### src/rtl/mux_n_to_1_reg.sv
// N-to-1 registered multiplexer with per-channel valid/ready handshake and a one-word output register.
// Define MUX_RR_ARB_EN to replace the fixed i_sel select with round-robin arbitration.
module mux_n_to_1_reg #(
    parameter  int NUM_CH = 4,
    parameter  int DATA_W = 4,
    localparam int SEL_W  = $clog2(NUM_CH)
) (
    input  logic                     i_clk,
    input  logic                     i_rst_n,
    input  logic [NUM_CH*DATA_W-1:0] i_data,
    input  logic [NUM_CH-1:0]        i_valid,
    output logic [NUM_CH-1:0]        o_ready,
    input  logic [SEL_W-1:0]         i_sel,
    output logic [DATA_W-1:0]        o_data,
    output logic                     o_valid,
    input  logic                     i_ready,
    output logic [SEL_W-1:0]         o_ch
);

    typedef enum logic {
        EMPTY = 1'b0,
        FULL  = 1'b1
    } state_e;

    state_e              state_q;
    logic [DATA_W-1:0]   data_q;
    logic [DATA_W-1:0]   data_d;
    logic [SEL_W-1:0]    ch_q;
    logic [SEL_W-1:0]    ch_d;
    logic                sel_vld;
    logic                load_en;
    logic                xfer;
    logic [DATA_W-1:0]   ch_data [NUM_CH];

    for (genvar g = 0; g < NUM_CH; g++) begin : g_unpack
        assign ch_data[g] = i_data[g*DATA_W +: DATA_W];
    end

    assign load_en = (state_q == EMPTY) | i_ready;

`ifdef MUX_RR_ARB_EN
    logic [SEL_W-1:0] last_q;
    logic             unused_sel;

    assign unused_sel = ^i_sel;

    // Scan from the farthest candidate down to last+1 so the nearest valid channel wins.
    always_comb begin
        logic [SEL_W-1:0] idx;
        idx     = '0;
        ch_d    = '0;
        sel_vld = 1'b0;
        for (int i = NUM_CH; i >= 1; i--) begin
            idx = SEL_W'((int'(last_q) + i) % NUM_CH);
            if (i_valid[idx]) begin
                ch_d    = idx;
                sel_vld = 1'b1;
            end
        end
    end
`else
    always_comb begin
        ch_d    = i_sel;
        sel_vld = (int'(i_sel) < NUM_CH);
    end
`endif

    // Compare-based mux keeps the output defined for out-of-range select values.
    always_comb begin
        data_d = '0;
        for (int k = 0; k < NUM_CH; k++) begin
            if (ch_d == SEL_W'(k)) begin
                data_d = ch_data[k];
            end
        end
    end

    always_comb begin
        o_ready = '0;
        for (int k = 0; k < NUM_CH; k++) begin
            o_ready[k] = i_rst_n & load_en & sel_vld & (ch_d == SEL_W'(k));
        end
    end

    assign xfer = |(o_ready & i_valid);

    always_ff @(posedge i_clk or negedge i_rst_n) begin
        if (!i_rst_n) begin
            state_q <= EMPTY;
            data_q  <= '0;
            ch_q    <= '0;
`ifdef MUX_RR_ARB_EN
            last_q  <= SEL_W'(NUM_CH - 1);
`endif
        end else begin
            if (xfer) begin
                state_q <= FULL;
                data_q  <= data_d;
                ch_q    <= ch_d;
`ifdef MUX_RR_ARB_EN
                last_q  <= ch_d;
`endif
            end else if (i_ready) begin
                state_q <= EMPTY;
            end
        end
    end

    assign o_valid = (state_q == FULL);
    assign o_data  = data_q;
    assign o_ch    = ch_q;

endmodule
### config.mk
export PLATFORM = sky130hd
export DESIGN_NAME = mux_n_to_1_reg
export DESIGN_NICKNAME = d
export VERILOG_FILES = /design/src/rtl/mux_n_to_1_reg.sv
export SDC_FILE = /design/constraint.sdc
export NUM_CORES = 1
export LEC_CHECK = 0
export CAP_MARGIN = 15
export CORE_UTILIZATION = 34
export CTS_CLUSTER_DIAMETER = 50
export DETAILED_ROUTE_END_ITERATION = 10
export MAX_ROUTING_LAYER = met4
export PLACE_DENSITY = 0.88
export SETUP_SLACK_MARGIN = 0.1
export SYNTH_ARGS = -nofsm -noshare
export SYNTH_HDL_FRONTEND = slang
export SYNTH_SLANG_ARGS = --single-unit
export TNS_END_PERCENT = 20
### constraint.sdc
create_clock -name i_clk -period 3.4 [get_ports i_clk]
set_input_delay 0.68 -clock i_clk [delete_from_list [all_inputs] [get_ports i_clk]]
set_output_delay 0.68 -clock i_clk [all_outputs]
set_load 0.005 [all_outputs]
==> metrics <==
clk sink count 7; total track usage between 10% and 20%; I/O pin cnt 36; starting density of the core about two fifths; Fin. Hold Viols 0; row cnt 12; die area ~0.0015 mm2; distinct cell type count after synthesis 16; # setup viols final 0; CTS root buf clkbuf_4; sequential area share after synthesis between 30% and 40%; synth-to-layout area growth 84.2%; RSZ-0062 raised after global routing no; worst-path cell chain clkdlybuf4s50_1 > nand2b_1 > nand2_1 > nor3_1 > clkdlybuf4s50_1; Flop pwr share ~36%; dpl cell area between 800 and 900 um2; critical path class primary input to output pin; hold buffers post-CTS 0; Core Region 0.00119 mm2; post-CTS setup buffer count 0; Synth Warn # 0; I/O Buffers 35; largest net degree at the start of global routing 10; #FFs+latches synth 7; post-DP HPWL 999 um; clock slew at reported path FFs approximately 50 ps; share of the synthesized area in the top cell type between 30% and 40%; crit start category primary input; Die Width about 39 um; Hold WS roughly 500 ps; Cells after Synth 34; CP Data Required Time approximately 2700 ps; Final Util slightly above 70%; synth top area cells dfrtp_1 (38%), mux4_2 (24%), mux2_2 (12%); Final Cycle Share 85.0%; clock latency at the later pin of the worst-skew pair ~250 ps; Max clock buf depth 2; final WL approximately 1200 um; largest area contributor in the netlist dfrtp_1; routability congestion estimate between 0.6 and 0.7; status complete, no violations; max-capacitance violation count 0; max-slew violation count 0; CTS resizes 0; CP dominant cell by count clkdlybuf4s50_1; DR pass1 iterations 4; share of layout cells above drive strength 1 about a quarter; Final Skew between 4 and 5 ps; first-pass GRT wire length about 1700 um; vias per cell 5.36; total grt overflow 0; Pleak 0.342 nW; Switching Fraction around a quarter; n_diodes 0; P_int ~0.00024 W; P per Cell Area between 300 and 400 mW/mm2; Crit. End Element output pin; drt first-iter violations 5; post-route ant nets 0; CTS Buf Count 3; commonest non-fill, non-tap cell in the layout clkdlybuf4s50_1; Slew HR between 70% and 80%; Max stage delay on crit path roughly 530 ps; Avg WL per Cell approximately 14 um; Die Span Y a little under 40 um; CP Max Fanout 6; Worst-Margin Slew about 360 ps; CTS tree yes; min-delay worst type flop to flop; WP data arrival ~2200 ps; commonest non-fill, non-tap cells in the layout clkdlybuf4s50_1 (35), dfrtp_1 (7), mux4_2 (5), mux2_2 (5), clkbuf_4 (3); Peak Freq around 350 MHz; Psw roughly 0.000079 W; via count approximately 470; DRC viols 0; initial antenna violation count 0; setup_tns 0 ps; CP max-delay cell clkdlybuf4s50_1; clock network power share between 20% and 30%; Final nets 99; htree depth 1; fin crit period around 2900 ps; post-route cell area between 800 and 900 um2; Syn Nets between 50 and 60; combinational share of power 40.1%; Synth Area per Inst about 14 um2; Max VDD drop slightly below 0.0002 V; vias in the first global route 421; synthesized cell area between 400 and 500 um2
per-layer routing:
metal  vias up  global-route usage [%]  part of all wire, %
met4         0                    10.3                 0.93
met3         2                    6.94                   16
met5         -                       -                    0
met2        35                    31.7                   47
met1       218                    15.9                   36
li1        211                       -                    -
critical path: cells and delay by family:
| kind | cells | cell delay [ps] |
|---|---|---|
| buffers and inverters | 2 | 970 |
| and+or+nand+nor | 3 | 560 |
power groups by stage:
stage                     Sequential [W]  Combinational, W  Clock (W)
after CTS                       0.000114          0.000129  0.0000772
after floorplan                 0.000116         0.0000449          0
after global routing            0.000116          0.000137  0.0000855
final                           0.000114          0.000127  0.0000765
after global placement          0.000114          0.000126          0
after detailed placement        0.000115          0.000129          0
cell type report:
| type | instances | area (um2) |
|---|---|---|
| flip-flops and latches | 7 | 175 |
| clock buffers | 4 | 26.3 |
| fillers | 96 | 327 |
| inverters | 1 | 3.75 |
| well taps | 14 | 17.5 |
| repair buffers | 37 | 365 |
| multi-input cells | 24 | 272 |
sequential cells by signal, indices dropped and copies added, names as in the netlist:
register	count
o_ch	2
o_data	4
o_valid	1
synthesized netlist by cell type:
cell type and instances:
mux2_1 1, nand2_1 2, buf_2 1, inv_1 1
mux4_2 5, buf_6 1, nand3_4 1, dfrtp_1 7
nor2_1 2, a22o_1 1, nor3_1 2, nand2b_1 1
nand3_1 2, mux2_2 5, a31o_1 1, mux2_4 1
logic make-up after synthesis:
kind of cell | share of synthesized area, %
buffers and inverters | 4.29
flip-flops | 37.5
AO/OA/AOI/OAI | 3.75
multiplexers | 41.8
AND/OR/NAND/NOR | 12.6
stage by stage:
step | worst slack, ps | std cells | power [W]
2_1_floorplan | 1560 | 34 | 0.000161
3_3_place_gp | 557 | 83 | 0.000240
3_5_place_dp | 519 | 83 | 0.000244
4_1_cts | 503 | 87 | 0.000321
5_1_grt | 429 | 87 | 0.000338
6_report | 510 | 87 | 0.000318
final timing paths:
kind                              end  startpoint  slack (ps)  depth (start not counted)
setup / recovery           o_ready[1]     i_ready         510                          5
hold / removal              o_data[1]   o_data[1]         500                          1
setup reg to reg              o_ch[0]     o_valid        2180                          3
hold reg to reg             o_data[1]   o_data[1]         500                          1
max in group asynchronous   o_data[1]     i_rst_n        2340                          2
min in group asynchronous     o_valid     i_rst_n         670                          1
Power figures use the tool's default switching activity.
